`config.mk`:
```
export PLATFORM = sky130hd
export DESIGN_NAME = multicycle_alu_flat
export DESIGN_NICKNAME = d
export VERILOG_FILES = /design/src/rtl/multicycle_alu_pkg.sv /design/src/rtl/multicycle_alu_if.sv /design/src/rtl/multicycle_alu_core.sv /design/src/rtl/multicycle_alu.sv /design/src/flat_wrapper.sv
export SDC_FILE = /design/constraint.sdc
export NUM_CORES = 1
export LEC_CHECK = 0
export BUFFER_PORTS_ARGS = -buffer_cell sky130_fd_sc_hd__buf_4
export CORE_AREA = 2 2 83 85
export CTS_CLUSTER_SIZE = 30
export DETAILED_ROUTE_END_ITERATION = 10
export DIE_AREA = 0 0 85 87
export PLACE_DENSITY = 0.88
export SLEW_MARGIN = 20
export SYNTH_ARGS = -nofsm -noshare
export SYNTH_HDL_FRONTEND = slang
export SYNTH_HIERARCHICAL = 1
export SYNTH_SLANG_ARGS = --single-unit
export TNS_END_PERCENT = 30
```
`constraint.sdc`:
```
create_clock -name clk -period 9.4 [get_ports clk]
set_clock_uncertainty 0.15 [all_clocks]
set_input_delay 1.41 -clock clk [delete_from_list [all_inputs] [get_ports clk]]
set_output_delay 1.41 -clock clk [all_outputs]
set_load 0.02 [all_outputs]
```
`src/rtl/multicycle_alu_pkg.sv`:
```
// Shared opcode map and FSM state encoding for multicycle_alu.
// MULTICYCLE_ALU_DIV_EN adds the DIV state.
package alu_pkg;

  localparam logic [3:0] OP_AND  = 4'b0000;
  localparam logic [3:0] OP_OR   = 4'b0001;
  localparam logic [3:0] OP_ADD  = 4'b0010;
  localparam logic [3:0] OP_SUB  = 4'b0110;
  localparam logic [3:0] OP_SLT  = 4'b0111;
  localparam logic [3:0] OP_NOR  = 4'b1100;
  localparam logic [3:0] OP_NAND = 4'b1101;
  localparam logic [3:0] OP_MUL  = 4'b0011;
  localparam logic [3:0] OP_DIV  = 4'b1011;

  typedef enum logic [1:0] {
    IDLE = 2'd0,
    MUL  = 2'd1
`ifdef MULTICYCLE_ALU_DIV_EN
    ,
    DIV  = 2'd2
`endif
  } state_e;

endpackage

```
`src/rtl/multicycle_alu_if.sv`:
```
// Request/response bundle between the control unit (master) and multicycle_alu (slave).
interface multicycle_alu_if #(
  parameter int unsigned WIDTH = 8
);
  logic             start;
  logic [3:0]       op;
  logic [WIDTH-1:0] a;
  logic [WIDTH-1:0] b;
  logic             ready;
  logic             done;
  logic [WIDTH-1:0] result;
  logic [WIDTH-1:0] result_hi;
  logic             zero;
  logic             overflow;

  modport master (
    output start, op, a, b,
    input  ready, done, result, result_hi, zero, overflow
  );

  modport slave (
    input  start, op, a, b,
    output ready, done, result, result_hi, zero, overflow
  );
endinterface

```
`src/rtl/multicycle_alu_core.sv`:
```
// Combinational single-cycle ALU ops; legal_c_o=0 for anything this core does not execute.
module alu_core
  import alu_pkg::*;
#(
  parameter int unsigned WIDTH = 8
) (
  input  logic [3:0]       op_i,
  input  logic [WIDTH-1:0] a_i,
  input  logic [WIDTH-1:0] b_i,
  output logic [WIDTH-1:0] result_c_o,
  output logic             overflow_c_o,
  output logic             legal_c_o
);

  localparam int unsigned MSB = WIDTH - 1;

  logic [WIDTH:0] sum_x;
  logic [WIDTH:0] diff_x;
  logic           ovf_add;
  logic           ovf_sub;
  logic           slt;

  // Overflow = carry into MSB xor carry out of MSB; SUB is a + ~b + 1.
  assign sum_x   = {1'b0, a_i} + {1'b0, b_i};
  assign diff_x  = {1'b0, a_i} + {1'b0, ~b_i} + (WIDTH+1)'(1);
  assign ovf_add = sum_x[WIDTH]  ^ (sum_x[MSB]  ^ a_i[MSB] ^ b_i[MSB]);
  assign ovf_sub = diff_x[WIDTH] ^ (diff_x[MSB] ^ a_i[MSB] ^ ~b_i[MSB]);
  assign slt     = diff_x[MSB] ^ ovf_sub;

  always_comb begin
    result_c_o   = '0;
    overflow_c_o = 1'b0;
    legal_c_o    = 1'b1;
    case (op_i)
      OP_AND:  result_c_o = a_i & b_i;
      OP_OR:   result_c_o = a_i | b_i;
      OP_ADD: begin
        result_c_o   = WIDTH'(sum_x);
        overflow_c_o = ovf_add;
      end
      OP_SUB: begin
        result_c_o   = WIDTH'(diff_x);
        overflow_c_o = ovf_sub;
      end
      OP_SLT:  result_c_o = WIDTH'(slt);
      OP_NOR:  result_c_o = ~a_i & ~b_i;
      OP_NAND: result_c_o = ~a_i | ~b_i;
      default: legal_c_o  = 1'b0;
    endcase
  end

endmodule

```
`src/rtl/multicycle_alu.sv`:
```
// Registered ALU with start/done handshake and WIDTH-cycle shift-add multiply.
// MULTICYCLE_ALU_DIV_EN adds a WIDTH-cycle restoring divide on opcode 1011.
module multicycle_alu
  import alu_pkg::*;
#(
  parameter int unsigned WIDTH = 8
) (
  input  logic                    clk,
  input  logic                    reset,
  multicycle_alu_if.slave         bus
);

  localparam int unsigned CNT_W = $clog2(WIDTH) + 1;

  state_e             state_q, state_d;
  logic               ready_q, ready_d;
  logic               done_q, done_d;
  logic [WIDTH-1:0]   result_q, result_d;
  logic [WIDTH-1:0]   result_hi_q, result_hi_d;
  logic               zero_q, zero_d;
  logic               overflow_q, overflow_d;
  logic [WIDTH-1:0]   opnd_q, opnd_d;
  logic [WIDTH-1:0]   hi_q, hi_d;
  logic [WIDTH-1:0]   lo_q, lo_d;
  logic [CNT_W-1:0]   cnt_q, cnt_d;

  logic [WIDTH-1:0]   core_result;
  logic               core_ovf;
  logic               core_legal;
  logic               last_iter;
  logic [WIDTH:0]     mul_sum;
  logic [WIDTH-1:0]   mul_hi_n;
  logic [WIDTH-1:0]   mul_lo_n;

  alu_core #(.WIDTH(WIDTH)) u_core (
    .op_i         (bus.op),
    .a_i          (bus.a),
    .b_i          (bus.b),
    .result_c_o   (core_result),
    .overflow_c_o (core_ovf),
    .legal_c_o    (core_legal)
  );

  assign last_iter = (cnt_q == CNT_W'(WIDTH - 1));

  // Shift-add step: {hi,lo} holds partial product in hi and remaining multiplier in lo.
  assign mul_sum              = {1'b0, hi_q} + (lo_q[0] ? {1'b0, opnd_q} : '0);
  assign {mul_hi_n, mul_lo_n} = {mul_sum, lo_q[WIDTH-1:1]};

`ifdef MULTICYCLE_ALU_DIV_EN
  logic               dbz_q, dbz_d;
  logic [WIDTH:0]     rem_sh;
  logic [WIDTH:0]     rem_diff;
  logic               div_ge;
  logic [WIDTH-1:0]   div_hi_n;
  logic [WIDTH-1:0]   div_lo_n;

  // Restoring step: hi is the partial remainder, lo shifts dividend out and quotient in.
  assign rem_sh   = {hi_q, lo_q[WIDTH-1]};
  assign rem_diff = rem_sh - {1'b0, opnd_q};
  assign div_ge   = (rem_sh >= {1'b0, opnd_q});
  assign div_hi_n = div_ge ? WIDTH'(rem_diff) : WIDTH'(rem_sh);
  assign div_lo_n = {lo_q[WIDTH-2:0], div_ge};
`endif

  always_comb begin
    state_d     = state_q;
    done_d      = 1'b0;
    result_d    = result_q;
    result_hi_d = result_hi_q;
    zero_d      = zero_q;
    overflow_d  = overflow_q;
    opnd_d      = opnd_q;
    hi_d        = hi_q;
    lo_d        = lo_q;
    cnt_d       = cnt_q;
`ifdef MULTICYCLE_ALU_DIV_EN
    dbz_d       = dbz_q;
`endif

    case (state_q)
      IDLE: begin
        if (bus.start) begin
          if (bus.op == OP_MUL) begin
            state_d = MUL;
            opnd_d  = bus.a;
            hi_d    = '0;
            lo_d    = bus.b;
            cnt_d   = '0;
          end
`ifdef MULTICYCLE_ALU_DIV_EN
          else if (bus.op == OP_DIV) begin
            state_d = DIV;
            opnd_d  = bus.b;
            hi_d    = '0;
            lo_d    = bus.a;
            cnt_d   = '0;
            dbz_d   = (bus.b == '0);
          end
`endif
          else begin
            done_d      = 1'b1;
            result_hi_d = '0;
            if (core_legal) begin
              result_d   = core_result;
              zero_d     = (core_result == '0);
              overflow_d = core_ovf;
            end else begin
              result_d   = '0;
              zero_d     = 1'b1;
              overflow_d = 1'b0;
            end
          end
        end
      end

      MUL: begin
        hi_d  = mul_hi_n;
        lo_d  = mul_lo_n;
        cnt_d = cnt_q + CNT_W'(1);
        if (last_iter) begin
          state_d     = IDLE;
          done_d      = 1'b1;
          result_d    = mul_lo_n;
          result_hi_d = mul_hi_n;
          zero_d      = (mul_lo_n == '0);
          overflow_d  = (mul_hi_n != '0);
        end
      end

`ifdef MULTICYCLE_ALU_DIV_EN
      DIV: begin
        hi_d  = div_hi_n;
        lo_d  = div_lo_n;
        cnt_d = cnt_q + CNT_W'(1);
        if (last_iter) begin
          state_d     = IDLE;
          done_d      = 1'b1;
          result_d    = div_lo_n;
          result_hi_d = div_hi_n;
          zero_d      = (div_lo_n == '0);
          overflow_d  = dbz_q;
        end
      end
`endif

      default: state_d = IDLE;
    endcase

    ready_d = (state_d == IDLE);
  end

  always_ff @(posedge clk) begin
    if (reset) begin
      state_q     <= IDLE;
      ready_q     <= 1'b1;
      done_q      <= 1'b0;
      result_q    <= '0;
      result_hi_q <= '0;
      zero_q      <= 1'b0;
      overflow_q  <= 1'b0;
      opnd_q      <= '0;
      hi_q        <= '0;
      lo_q        <= '0;
      cnt_q       <= '0;
`ifdef MULTICYCLE_ALU_DIV_EN
      dbz_q       <= 1'b0;
`endif
    end else begin
      state_q     <= state_d;
      ready_q     <= ready_d;
      done_q      <= done_d;
      result_q    <= result_d;
      result_hi_q <= result_hi_d;
      zero_q      <= zero_d;
      overflow_q  <= overflow_d;
      opnd_q      <= opnd_d;
      hi_q        <= hi_d;
      lo_q        <= lo_d;
      cnt_q       <= cnt_d;
`ifdef MULTICYCLE_ALU_DIV_EN
      dbz_q       <= dbz_d;
`endif
    end
  end

  assign bus.ready     = ready_q;
  assign bus.done      = done_q;
  assign bus.result    = result_q;
  assign bus.result_hi = result_hi_q;
  assign bus.zero      = zero_q;
  assign bus.overflow  = overflow_q;

endmodule
```
`src/flat_wrapper.sv`:
```
// flat-port wrapper written by rule: the top's interface ports become plain ports
module multicycle_alu_flat import alu_pkg::*;
#(
  parameter int unsigned WIDTH = 8
)
  (clk, reset, bus_start, bus_op, bus_a, bus_b, bus_ready, bus_done, bus_result, bus_result_hi, bus_zero, bus_overflow);
  multicycle_alu_if #(.WIDTH(WIDTH)) bus_i ();
  input  logic clk;
  input  logic reset;
  input wire logic [$bits(bus_i.start)-1:0] bus_start;
  input wire logic [$bits(bus_i.op)-1:0] bus_op;
  input wire logic [$bits(bus_i.a)-1:0] bus_a;
  input wire logic [$bits(bus_i.b)-1:0] bus_b;
  output wire logic [$bits(bus_i.ready)-1:0] bus_ready;
  output wire logic [$bits(bus_i.done)-1:0] bus_done;
  output wire logic [$bits(bus_i.result)-1:0] bus_result;
  output wire logic [$bits(bus_i.result_hi)-1:0] bus_result_hi;
  output wire logic [$bits(bus_i.zero)-1:0] bus_zero;
  output wire logic [$bits(bus_i.overflow)-1:0] bus_overflow;
  assign bus_i.start = bus_start;
  assign bus_i.op = bus_op;
  assign bus_i.a = bus_a;
  assign bus_i.b = bus_b;
  assign bus_ready = bus_i.ready;
  assign bus_done = bus_i.done;
  assign bus_result = bus_i.result;
  assign bus_result_hi = bus_i.result_hi;
  assign bus_zero = bus_i.zero;
  assign bus_overflow = bus_i.overflow;
  multicycle_alu #(.WIDTH(WIDTH)) u_core (.clk(clk), .reset(reset), .bus(bus_i));
endmodule
```
* Word-level counts from Yosys, hierarchy flattened
Cells that the tools add are included.
Operators by class: add/sub/neg operators 5, equality and inequality tests 13, multiplexer cells 40, bitwise operators 14, reduce and logical (&&, ||, !) cells 11
Operators with widths (number):
- $mux W8 | 12
- $pmux W8 S2 | 4
- $pmux W8 S7 | 1
- $add A8 B8 Y9 | 2
- $and A8 B8 Y8 | 2
- $logic_not A8 Y1 | 2
- $not A8 Y8 | 2
- $or A8 B8 Y8 | 2
- $eq A4 B3 Y1 const B | 3
- $mux W1 | 12
- $add A8 B9 Y9 | 1
- $add A9 B1 Y9 const B | 1
- $eq A4 B2 Y1 const B | 2
- $eq A4 B4 Y1 const B | 2
- $mux W4 | 2
- $pmux W1 S2 | 4
- $pmux W4 S2 | 1
- $reduce_bool A8 Y1 | 1
- $reduce_or A7 Y1 | 1
- $xor A1 B1 Y1 | 7
- $mux W2 | 3
- $ne A2 B2 Y1 const B | 3
- $reduce_and A3 Y1 | 2
- $add A4 B1 Y4 const B | 1
- other kinds (9) | 10
Storage, ports and cells: flip-flop bits (word level) 50, bits of input ports 23

* Logic depth before layout (Yosys ltp)
word-level depth 13, mapped depth 14, depth with buffers taken out 14

* Cells and area by module
Netlist, hierarchy kept.
Modules (own cells, without submodules):
- multicycle_alu | times used 1, cells an instance 285, area an instance 2386.0 um^2, seq. area each 1001.0 um^2
- alu_core | times used 1, cells an instance 184, area an instance 1362.6 um^2, seq. area each 0.0 um^2

* Worst setup path after synthesis
Ideal clock, no wire load.
path type input port to flip-flop, start point input port bus_a[0], end point register u_core.zero_q (netlist: u_core/bus.zero), arrival time 3.728 ns, data required time 9.185 ns, path slack 5.457 ns, stages on the path 14, path through inv_1 ha_1 fa_1 o21bai_1 nand2_1 a2111oi_2 a311oi_2 a32oi_1 a21oi_1 nor4_1 nand2_1 a311oi_1 a21oi_1 nor2_1
Between the ends: word-level cells in the longest chain between the ends 12, elaborated cells on any way between the ends 18, those cells by class add/sub: 3; mux: 5; bitwise: 9; reduce/logical: 1
RTL lines:
- start: declaration | RTL line flat_wrapper.sv:12 | input wire logic [$bits(bus_i.a)-1:0] bus_a;
- $add A8 B8 Y9 | RTL line multicycle_alu_core.sv:25 | assign diff_x = {1'b0, a_i} + {1'b0, ~b_i} + (WIDTH+1)'(1);
- $add A9 B1 Y9 | RTL line multicycle_alu_core.sv:25
- $xor A1 B1 Y1 (3 in a row) | RTL line multicycle_alu_core.sv:27 | assign ovf_sub = diff_x[WIDTH] ^ (diff_x[MSB] ^ a_i[MSB] ^ ~b_i[MSB]);
- $xor A1 B1 Y1 | RTL line multicycle_alu_core.sv:28 | assign slt = diff_x[MSB] ^ ovf_sub;
- $pmux W8 S7 (*) | RTL line multicycle_alu_core.sv:34 | case (op_i)
- via u_core.core_result[0] | RTL line multicycle_alu.sv:27 | logic [WIDTH-1:0] core_result;
- $logic_not A8 Y1 (*) | RTL line multicycle_alu.sv:106 | zero_d = (core_result == '0);
- $mux W1 (*) | RTL line multicycle_alu.sv:104 | if (core_legal) begin
- $mux W1 (*) | RTL line multicycle_alu.sv:84 | if (bus.op == OP_MUL) begin
- $mux W1 (*) | RTL line multicycle_alu.sv:83 | if (bus.start) begin
- $pmux W1 S2 (*) | RTL line multicycle_alu.sv:81 | case (state_q)
- end signal: assignment | RTL line multicycle_alu.sv:175 | zero_q <= zero_d;
- end: declaration | RTL line multicycle_alu.sv:20 | logic zero_q, zero_d;
Mark *: on every way through the listed nets, which the timed path passes. The rest lies on a longest branch. The select of a mux whose other input is x is not followed. A chain may end at the register's enable or synchronous reset.

* Final worst setup path
Ends and elaborated chain as after synthesis.

==> results.yml <==
yosys:
  yosysWarnings: 6
  synth_cells: 469
  synth_top_area_cell: "dfxtp_1"
  synth_cell_types: 67
  synth.area.top_cells: "dfxtp_1, ha_1, nand2_1"
  netlist_top_cells_count: "nand2_1, dfxtp_1, a21oi_1, nor2_1, ha_1"
  synth_edf_count: 0
  synthesis.area_sq_um: 3749
  synth_compound_area_share_pct: 26.87
  synth_most_common_cell: "nand2_1"
  syn_area_per_cell_sq_um: 7.993
  synthMuxAreaShare_pct: 2.403
  ys_seq_area_share_pct: 26.70
  synth_ff_type: "dfxtp_1"
  ys_seq_elements: 50
  syn_nets: 528
  synth_top_family_by_area: "compound AO/OA/AOI/OAI gates"
  synth_xor_area_share_pct: 2.770
  synthAdderAreaFrac_pct: 12.62
  synth_simple_gate_area_share_pct: 21.60
  async_reset_ff_share_pct: 0
  synth_top_cell_area_share_pct: 26.70
sta:
  rsz0062_at_grt: "false"
  period_minus_slack_ns: 4.019
  max_slew_margin_pct: 38.13
  fmax_ghz: 0.2488
  hold_viol_final: 0
  worstMarginPinSlew_ns: 0.9281
  fin_setup_tns_ns: 0
  min_period_over_period_pct: 42.76
  slew_viol_final: 0
  setup_viol_count_final: 0
clocking:
  cts_resized: 0
  cts-hold-fix-buffers: 0
  clock-sinks: 50
  clockRootBuffer: "clkbuf_8"
  cts_tree: "built"
  cts-htree-levels: 2
  clock_path_buffers: 2
  numCtsBuffers: 5
  cts_setup_buffers: 0
  clock_latency_ns: 0.30
  clk_pin_slew_ns: 0.09
routing:
  wl_per_cell_um: 16.99
  antenna_left: 0
  dr.first_iter.drc_count: 402
  first_pass_iters: 6
  remaining_drc_errors: 0
  routed_wl_um: 9703
  vias_per_cell: 6.389
  via_count: 3648
power:
  clockPowerShare_pct: 31.4
  switching_share_pct: 28.86
  p_int_uw: 345.4
  peakVddDrop_uv: 110.9
  p_seq_share_pct: 44.8
  power.density_nw_per_um2: 117.7
  power.leakage_uw: 0.001708
  switchingPower_uw: 140.2
  pwr-share-comb_pct: 23.8
job:
  cap_violations: 0
worst_setup_path:
  cp.required_ns: 9.49
  crit_path_start_kind: "primary input"
  cp_max_fo: 3
  cp-end-kind: "flip-flop"
  critPathKind: "in2reg"
  cp.arrival_ns: 4.11
final_layout:
  area_growth_pct: 10.05
  fill_cells: 573
  drive_above_1_share_pct: 16.50
  multi_input_area_sq_um: 2487
  fin_nets: 550
  seq_area_sq_um: 1001
  postLayoutCellArea_sq_um: 4125
  antenna_cells: 0
  instances_no_fill: 571
placement:
  place_congestion: 0.9403
  port_buffers: 42
  place_inst: 564
  placed_cell_area_sq_um: 4013
  post-dp-hpwl_um: 7251
die:
  core-area_sq_um: 6569
  die_y_um: 87
  rows: 30
  die_w_um: 85
  initial_core_util_pct: 57.07
  io_pins: 43
  die-area_sq_um: 7395
grt:
  grtUsageTotal_pct: 26.42
  grt_pass1_vias: 3331
  grt_max_degree: 49
  grt_pass1_wl_um: 15940
  grt_overflow: 0
  antenna_found_initial: 0
run_status:
  status: "complete, no violations"
hold_path:
  hp-class: "reg2reg"
[worst max-delay path, stage by stage]
cell and delay [ns]:
buf_4 0.09, inv_1 0.05, ha_1 0.22, fa_1 0.42
o21bai_1 0.19, nand2_1 0.11, a2111oi_2 0.42, a311oi_2 0.11
a32oi_1 0.24, a21oi_1 0.11, nor4_1 0.23, nand2_1 0.08
a311oi_1 0.26, a21oi_1 0.06, nor2_1 0.09
[registers in the layout (all words and copies together) (netlist names)]
| name | count |
|---|---|
| u_core/hi_q | 8 |
| u_core/lo_q | 8 |
| u_core/bus.ready | 1 |
| u_core/opnd_q | 8 |
| u_core/bus.overflow | 1 |
| u_core/bus.zero | 1 |
| u_core/bus.done | 1 |
| u_core/bus.result | 8 |
| u_core/bus.result_hi | 8 |
| u_core/cnt_q | 4 |
| u_core/state_q | 2 |
[routing by layer]
layer | vias to the layer above | share of wire, % | track usage [%]
met1 | 1718 | 44 | 36.86
li1 | 1730 | - | -
met2 | 176 | 45 | 42.47
met5 | - | 0 | 0
met4 | 0 | 2.0 | 8.369
met3 | 24 | 9.0 | 3.507
[cells by family (layout without fill, tap and decap cells)]
family / after synthesis / count (layout)
AND/OR/NAND/NOR: 174 / 174
AO/OA/AOI/OAI: 135 / 135
buffers and inverters: 54 / 76
flip-flops: 50 / 50
adder cells (fa/ha/maj): 36 / 36
XOR/XNOR: 11 / 11
multiplexers: 8 / 8
other: 1 / 1
[layout by cell type, fill, tap and decap left out, types with 3 or more instances in the layout]
master	instances
a211oi_1	6
nor2b_1	7
o221ai_1	8
dfxtp_1	50
xor2_1	6
buf_4	44
nor2_1	41
a22oi_1	9
xnor2_1	4
clkbuf_8	6
a21oi_2	3
nand2_1	64
ha_1	33
o22ai_1	6
inv_1	24
nand3_1	20
a21o_1	3
nor4_1	5
o21ai_0	9
o21bai_1	4
a221o_1	7
and2_1	10
nor3_1	9
a221oi_1	3
mux2_2	8
nand4_1	4
fa_1	3
a311oi_1	10
a21oi_1	46
[cell type report]
cell class	count	area share [%]
clock buffers	6	2.002
clock inverters	1	0.7279
inverters	25	2.275
multi-input cells	365	60.30
flip-flops and latches	50	24.26
well taps	80	2.426
repair buffers	44	8.007
[worst paths after layout]
check,from,endpoint,slack [ns],cells after the start
min reg2reg,u_core/bus.result_hi[7]$_SDFFE_PP0P_,u_core/bus.result_hi[7]$_SDFFE_PP0P_,0.31,2
max reg2reg,u_core/state_q[0]$_SDFF_PP0_,u_core/bus.result[0]$_SDFFE_PP0P_,6.75,5
max,bus_a[0],u_core/bus.zero$_SDFFE_PP0P_,5.38,15
min,u_core/bus.result_hi[7]$_SDFFE_PP0P_,u_core/bus.result_hi[7]$_SDFFE_PP0P_,0.31,2
[power groups by stage]
stage                     Combinational (uW)  Sequential, uW  Clock (uW)
final                                    116             217         153
after global routing                     125             218         163
after CTS                                112             217         155
after detailed placement                 112             222           0
after global placement                   109             222           0
after floorplan                         80.3             225           0
[metrics by stage]
stage	setup WS [ns]	utilization, %	hold slack [ns]	power (uW)
floorplan	5.457	-	0.2817	305.7
global placement	5.207	61.09	0.2902	330.8
detailed placement	5.139	61.09	0.2947	334.4
CTS	5.425	62.80	0.3068	484.4
global route	5.141	62.80	0.3333	506.0
finish	5.381	62.80	0.3074	485.6
Power figures use the tool's default switching activity.
